--- src/rtl/ws2812b_pkg.sv ---
// Shared constants, FSM encoding and pixel helpers for the WS2812B path.
// Timing constants are in 50 MHz clock cycles (20 ns each).
package ws2812b_pkg;

  localparam int NLEDS = 64;
  localparam int AW    = 6;

  localparam logic [1:0] S_IDLE  = 2'd0;
  localparam logic [1:0] S_READ  = 2'd1;
  localparam logic [1:0] S_SCALE = 2'd2;
  localparam logic [1:0] S_OUT   = 2'd3;

  localparam int T0H_CYC  = 20;
  localparam int T1H_CYC  = 40;
  localparam int TBIT_CYC = 63;
  localparam int TRST_CYC = 2800;

  function automatic logic [23:0] pack_grb(
    input logic [7:0] r,
    input logic [7:0] g,
    input logic [7:0] b
  );
    return {g, r, b};
  endfunction

  function automatic logic [7:0] scale8(
    input logic [7:0] c,
    input logic [7:0] br
  );
    logic [15:0] p;
    p = {8'd0, c} * ({8'd0, br} + 16'd1);
    return p[15:8];
  endfunction

endpackage

--- src/rtl/ws2812b_pixel_buffer_if.sv ---
// Pixel stream handshake between the frame store and the serializer.
// The master drives pixels; the slave returns ready.
interface ws2812b_pixel_buffer_if;
  logic        pix_valid;
  logic        pix_ready;
  logic [23:0] pix_grb;
  logic        pix_last;

  modport master (
    output pix_valid,
    output pix_grb,
    output pix_last,
    input  pix_ready
  );

  modport slave (
    input  pix_valid,
    input  pix_grb,
    input  pix_last,
    output pix_ready
  );
endinterface

--- src/rtl/ws2812b_dpram.sv ---
// Simple dual-port RAM: one write port, one registered read port.
// Contents are not reset.
module ws2812b_dpram #(
  parameter int DEPTH = 128,
  parameter int ABITS = 7,
  parameter int WIDTH = 24
) (
  input  logic             clk,
  input  logic             we,
  input  logic [ABITS-1:0] waddr,
  input  logic [WIDTH-1:0] wdata,
  input  logic [ABITS-1:0] raddr,
  output logic [WIDTH-1:0] rdata
);

  logic [WIDTH-1:0] mem [DEPTH];

  always_ff @(posedge clk) begin
    if (we) mem[waddr] <= wdata;
    rdata <= mem[raddr];
  end

endmodule

--- src/rtl/ws2812b_pixel_buffer.sv ---
// Double-buffered pixel store streaming brightness-scaled GRB words
// to the WS2812B serializer, one pixel per READ/SCALE/OUT pass.
module ws2812b_pixel_buffer
  import ws2812b_pkg::*;
(
  input  logic                   CLOCK_50,
  input  logic                   RESET_N,
  input  logic                   wr_en,
  input  logic [AW-1:0]          wr_addr,
  input  logic [23:0]            wr_rgb,
  input  logic                   commit,
  input  logic [7:0]             brightness,
  input  logic                   frame_start,
  ws2812b_pixel_buffer_if.master pix,
  output logic                   busy,
  output logic                   commit_pending
);

  logic [1:0]    state;
  logic [AW-1:0] idx;
  logic          front;
  logic          fs_hold;
  logic [7:0]    br;
  logic          valid_q;
  logic          last_q;
  logic [23:0]   grb_q;
  logic [23:0]   rdata;
  logic          swap;
  logic          start;
  logic          wr_ok;
  logic          at_last;

  assign swap    = commit_pending && (state == S_IDLE);
  assign start   = (state == S_IDLE) && (frame_start || fs_hold) && !swap;
  assign wr_ok   = wr_en && ({1'b0, wr_addr} < (AW+1)'(NLEDS));
  assign at_last = (idx == AW'(NLEDS - 1));

  ws2812b_dpram #(
    .DEPTH (2 * NLEDS),
    .ABITS (AW + 1),
    .WIDTH (24)
  ) u_ram (
    .clk   (CLOCK_50),
    .we    (wr_ok),
    .waddr ({~front, wr_addr}),
    .wdata (wr_rgb),
    .raddr ({front, idx}),
    .rdata (rdata)
  );

  assign pix.pix_valid = valid_q;
  assign pix.pix_grb   = grb_q;
  assign pix.pix_last  = last_q;

  always_ff @(posedge CLOCK_50 or negedge RESET_N) begin
    if (!RESET_N) begin
      state          <= S_IDLE;
      idx            <= '0;
      front          <= 1'b0;
      fs_hold        <= 1'b0;
      br             <= '0;
      valid_q        <= 1'b0;
      last_q         <= 1'b0;
      grb_q          <= '0;
      busy           <= 1'b0;
      commit_pending <= 1'b0;
    end else begin
      if (swap) begin
        front          <= ~front;
        commit_pending <= 1'b0;
      end else if (commit) begin
        commit_pending <= 1'b1;
      end

      unique case (1'b1)
        (state == S_IDLE): begin
          // a request colliding with a swap is replayed next cycle
          if (swap && frame_start) fs_hold <= 1'b1;
          if (start) begin
            br      <= brightness;
            idx     <= '0;
            busy    <= 1'b1;
            fs_hold <= 1'b0;
            state   <= S_READ;
          end
        end
        (state == S_READ): begin
          state <= S_SCALE;
        end
        (state == S_SCALE): begin
          grb_q <= pack_grb(scale8(rdata[23:16], br),
                            scale8(rdata[15:8], br),
                            scale8(rdata[7:0], br));
          state <= S_OUT;
        end
        (state == S_OUT): begin
          if (!valid_q) begin
            valid_q <= 1'b1;
            last_q  <= at_last;
          end else if (pix.pix_ready) begin
            valid_q <= 1'b0;
            last_q  <= 1'b0;
            if (at_last) begin
              busy  <= 1'b0;
              state <= S_IDLE;
            end else begin
              idx   <= idx + 1'b1;
              state <= S_READ;
            end
          end
        end
        default: state <= S_IDLE;
      endcase
    end
  end

endmodule

--- src/flat_wrapper.sv ---
// flat-port wrapper written by rule: the top's interface ports become plain ports
module ws2812b_pixel_buffer_flat import ws2812b_pkg::*;
  (CLOCK_50, RESET_N, wr_en, wr_addr, wr_rgb, commit, brightness, frame_start, busy, commit_pending, pix_pix_valid, pix_pix_grb, pix_pix_last, pix_pix_ready);
  ws2812b_pixel_buffer_if pix_i ();
  input  logic CLOCK_50;
  input  logic RESET_N;
  input  logic wr_en;
  input  logic [AW-1:0] wr_addr;
  input  logic [23:0] wr_rgb;
  input  logic commit;
  input  logic [7:0] brightness;
  input  logic frame_start;
  output logic busy;
  output logic commit_pending;
  output wire logic [$bits(pix_i.pix_valid)-1:0] pix_pix_valid;
  output wire logic [$bits(pix_i.pix_grb)-1:0] pix_pix_grb;
  output wire logic [$bits(pix_i.pix_last)-1:0] pix_pix_last;
  input wire logic [$bits(pix_i.pix_ready)-1:0] pix_pix_ready;
  assign pix_pix_valid = pix_i.pix_valid;
  assign pix_pix_grb = pix_i.pix_grb;
  assign pix_pix_last = pix_i.pix_last;
  assign pix_i.pix_ready = pix_pix_ready;
  ws2812b_pixel_buffer u_core (.CLOCK_50(CLOCK_50), .RESET_N(RESET_N), .wr_en(wr_en), .wr_addr(wr_addr), .wr_rgb(wr_rgb), .commit(commit), .brightness(brightness), .frame_start(frame_start), .pix(pix_i), .busy(busy), .commit_pending(commit_pending));
endmodule
--- config.mk ---
export PLATFORM = sky130hd
export DESIGN_NAME = ws2812b_pixel_buffer_flat
export DESIGN_NICKNAME = d
export VERILOG_FILES = /design/src/rtl/ws2812b_pkg.sv /design/src/rtl/ws2812b_pixel_buffer_if.sv /design/src/rtl/ws2812b_dpram.sv /design/src/rtl/ws2812b_pixel_buffer.sv /design/src/flat_wrapper.sv
export SDC_FILE = /design/constraint.sdc
export NUM_CORES = 2
export LEC_CHECK = 0
export CAP_MARGIN = 40
export CORE_MARGIN = 2
export CORE_UTILIZATION = 30
export CTS_BUF_LIST = sky130_fd_sc_hd__clkbuf_4
export DETAILED_ROUTE_END_ITERATION = 10
export HOLD_SLACK_MARGIN = 0.05
export MAX_ROUTING_LAYER = met4
export SLEW_MARGIN = 5
export SYNTH_ARGS = -nofsm -noshare
export SYNTH_HDL_FRONTEND = slang
export SYNTH_SLANG_ARGS = --single-unit
--- constraint.sdc ---
create_clock -name CLOCK_50 -period 5.4 [get_ports CLOCK_50]
set_input_delay 1.08 -clock CLOCK_50 [delete_from_list [all_inputs] [get_ports CLOCK_50]]
set_output_delay 1.08 -clock CLOCK_50 [all_outputs]
set_load 0.03 [all_outputs]
==> results.md <==
* Mapped Cells at 6013
* Pre-Repair DR Iteration Count at 6
* Core area at 0.421 sq mm
* Warnings from Yosys at 0
* Hold Path Class: input pin to flop
* Clock slew at reported path FFs at 0.07 ns
* Least-Margin Pin Slew at 0.968 ns
* Tot GR Track Use at 0.171
* Cell Pwr Density at 545 mW/mm^2
* Starting Density at 0.301
* Inserted Clock Buffers at 775
* Worst setup SP type: flop
* Critical Path AT at 6.56 ns
* Pre-CTS WS at -0.0822 ns
* Crit path kind: flop to flop
* Reg2reg path depth at 18
* Max stage delay cell, worst path: or4b_2
* Critical Path Sink Type: flop
* Die W at 654 um
* Overflow after GRT at 0
* Post-synth top area cell: edfxtp_1
* Wirelength, routed at 363 mm
* Worst path cell trace: and3_1, nand3_1, nor2_2, xor2_2, buf_4, and2_1, fa_1, fa_1, fa_1, inv_1, fa_1, inv_1, ha_1, a21o_1, a41o_1, a21oi_1, or4b_2, nand4_1
* Synth Net Count at 6278
* Die height at 654 um
* EDFF count, synth at 3072
* Area contributors post-synth: edfxtp_1, mux4_2, fa_1, mux2i_1, ha_1
* Bufs on Longest Clock Path at 4
* Post-synth top cells: edfxtp_1, mux4_2, mux2i_1
* Maximum vdd drop at 1.28 mV
* Root buf cell: clkbuf_4
* Tmin final at 5.15 ns
* Synth top area share at 0.727
* Number of vias in the routed layout at 67100
* CTS tree: done
* Initial antenna violation count at 46
* Die footprint at 0.428 sq mm
* Worst Path Max Fanout at 8
* GP Congestion at 0.862
* Synth Cell Area at 0.127 sq mm
* Count leader, synth: edfxtp_1
* Share of cells above drive strength 1 at 0.352
* Nets at 7245
* Core Util, Final at 0.351
* Avg Vias per Cell at 5.09
* Io pins at 72
* Max-slew headroom at 0.355
* Routed WL per cell at 27.5 um
* Register area share after synthesis at 0.740
* Number of global-route vias before repair at 69000
* DRC marker count from the first detailed-route iteration at 8724
* Drt drc at 0
* Reg-to-reg slack, setup at 0.25 ns
* IO buf count at 71
* Post-Syn Area per Cell at 21.1 sq um
* First-pass GRT wire length at 509 mm
* Slew Limit Fails at 0
* H-Tree Level Count at 6
* Area Overhead vs Synth at 16.3%
* Most frequent CP cell: fa_1
* Ys async rst share at 0.0146
* Final setup margin at 0.246 ns
* Placed wire-length estimate at 217 mm
* Unrepaired setup endpoints after global routing: true
* Hold path depth at 2
* Crit-path max cell delay at 0.65 ns
* FMAX at 194 MHz
* Maxcap violations at 0
* Period utilization at 0.954
* CTS Sinks at 3142
* Clock skew at 0.192 ns
* Status: finished clean
* Filler cells at 39200
* # rows at 238
* Count of endpoints failing setup in the final report at 0
* Total power at 0.0804 W
* Main synth FF type: edfxtp_1
* Worst EP required at 6.81 ns
* Yosys reg bits at 3142
* LEAKAGE at 47.5 nW
* Worst-skew pair later-pin latency at 1.63 ns
* Final ANT Viol Nets at 0
* Hold Violations, Final at 0
* Largest net degree at the start of global routing at 81
* Synth unique cells at 77
-- per-stage QoR --
step / cells / hold WS [ns] / instance area (sq um) / TNS (ns)
2_1_floorplan: 6013 / 0.492 / 127000 / 0
3_3_place_gp: 11800 / 0.477 / 137000 / 0
3_5_place_dp: 11800 / 0.473 / 137000 / -0.209
4_1_cts: 13100 / 0.0549 / 147000 / 0
5_1_grt: 13200 / 0.121 / 148000 / -0.0804
6_report: 13200 / 0.196 / 148000 / 0
-- worst paths after layout --
path | from | end
max in group asynchronous | RESET_N | u_core.idx[3]
hold reg to reg | u_core.pix.pix_grb[0] | u_core.pix.pix_grb[0]
hold / removal | brightness[0] | u_core.br[0]
setup / recovery | u_core.br[0] | u_core.pix.pix_grb[20]
setup reg to reg | u_core.br[0] | u_core.pix.pix_grb[20]
min in group asynchronous | RESET_N | u_core.fs_hold
-- sequential cells by signal (all words and copies together) (netlist names) --
signal	count
u_core.idx	6
u_core.state	2
u_core.front	1
u_core.commit_pending	1
u_core.pix.pix_grb	24
u_core.pix.pix_last	1
u_core.pix.pix_valid	1
u_core.br	8
u_core.u_ram.mem	3072
u_core.busy	1
u_core.u_ram.rdata	24
u_core.fs_hold	1
-- layout make-up --
cell class                 instances  area [sq um]  area share
clock inverter                   166          1230     0.00835
inverter                         170           651     0.00441
multi-input combinational       2389         31400       0.213
antenna                           34          85.1    0.000577
tap                             5640          7060      0.0478
sequential                      3142         93900       0.636
clock buffer                    1136          8530      0.0578
timing repair buffer             502          4740      0.0321
-- worst max-delay path, delay by kind of cell (launching register included) --
family / cells / cell delay [ns]
AOI/OAI and AO/OA: 3 / 0.41
and+or+nand+nor: 6 / 1.43
DFF: 1 / 0.42
adders and majority gates: 5 / 2.24
buffers and inverters: 3 / 0.31
xor gates and xnor gates: 1 / 0.25
-- cells in the final DEF (no fill, tap or decap), types with 38 or more instances in the layout --
cell type           n
mux4_2            795
inv_1             165
nor2_2             67
clkbuf_4         1136
and2_1            163
mux2_2             42
nor2_1             54
clkinv_1           93
o21ai_0            51
edfxtp_1         3072
clkdlybuf4s50_1    46
buf_12             44
nand2_1           183
nor2_4             54
fa_1              120
ha_1              100
o221ai_1           55
buf_4             363
mux2i_1           210
a21oi_1            82
o22ai_1            38
-- repair_timing --
action / in CTS / in global routing
endpoints found under the setup margin: 3 / 16
endpoints found under the hold margin: 825 / 0
pin swaps: 0 / 4
hold buffers: 25 / 0
setup buffers: 0 / 8
resized for setup: 2 / 20
-- metal layers --
layer | vias to the layer above | wire (um) | GRT usage
li1 | 27200 | - | -
met1 | 35700 | 143000 | 0.220
met2 | 3495 | 171000 | 0.264
met3 | 622 | 35500 | 0.0414
met4 | 0 | 13000 | 0.0614
met5 | - | 0 | -
-- kinds of logic (layout without fill, tap and decap cells) --
kind of cell,count (synthesis),count (layout),synth area share
flip-flops,3142,3142,0.740
multiplexers,1050,1050,0.162
AND/OR/NAND/NOR,670,670,0.0256
buffers and inverters,482,1974,0.0187
AO/OA/AOI/OAI,417,417,0.0229
adder cells (fa/ha/maj),221,221,0.0289
XOR/XNOR,31,31,0.00214
other,0,34,0
-- power breakdown --
group / switching (W) / internal [W] / total (W)
clock network: 0.00952 / 0.0103 / 0.0198
logic: 0.0186 / 0.0141 / 0.0327
registers: 0.000702 / 0.0272 / 0.0279
Note: power is estimated with default switching activity, not from simulation.
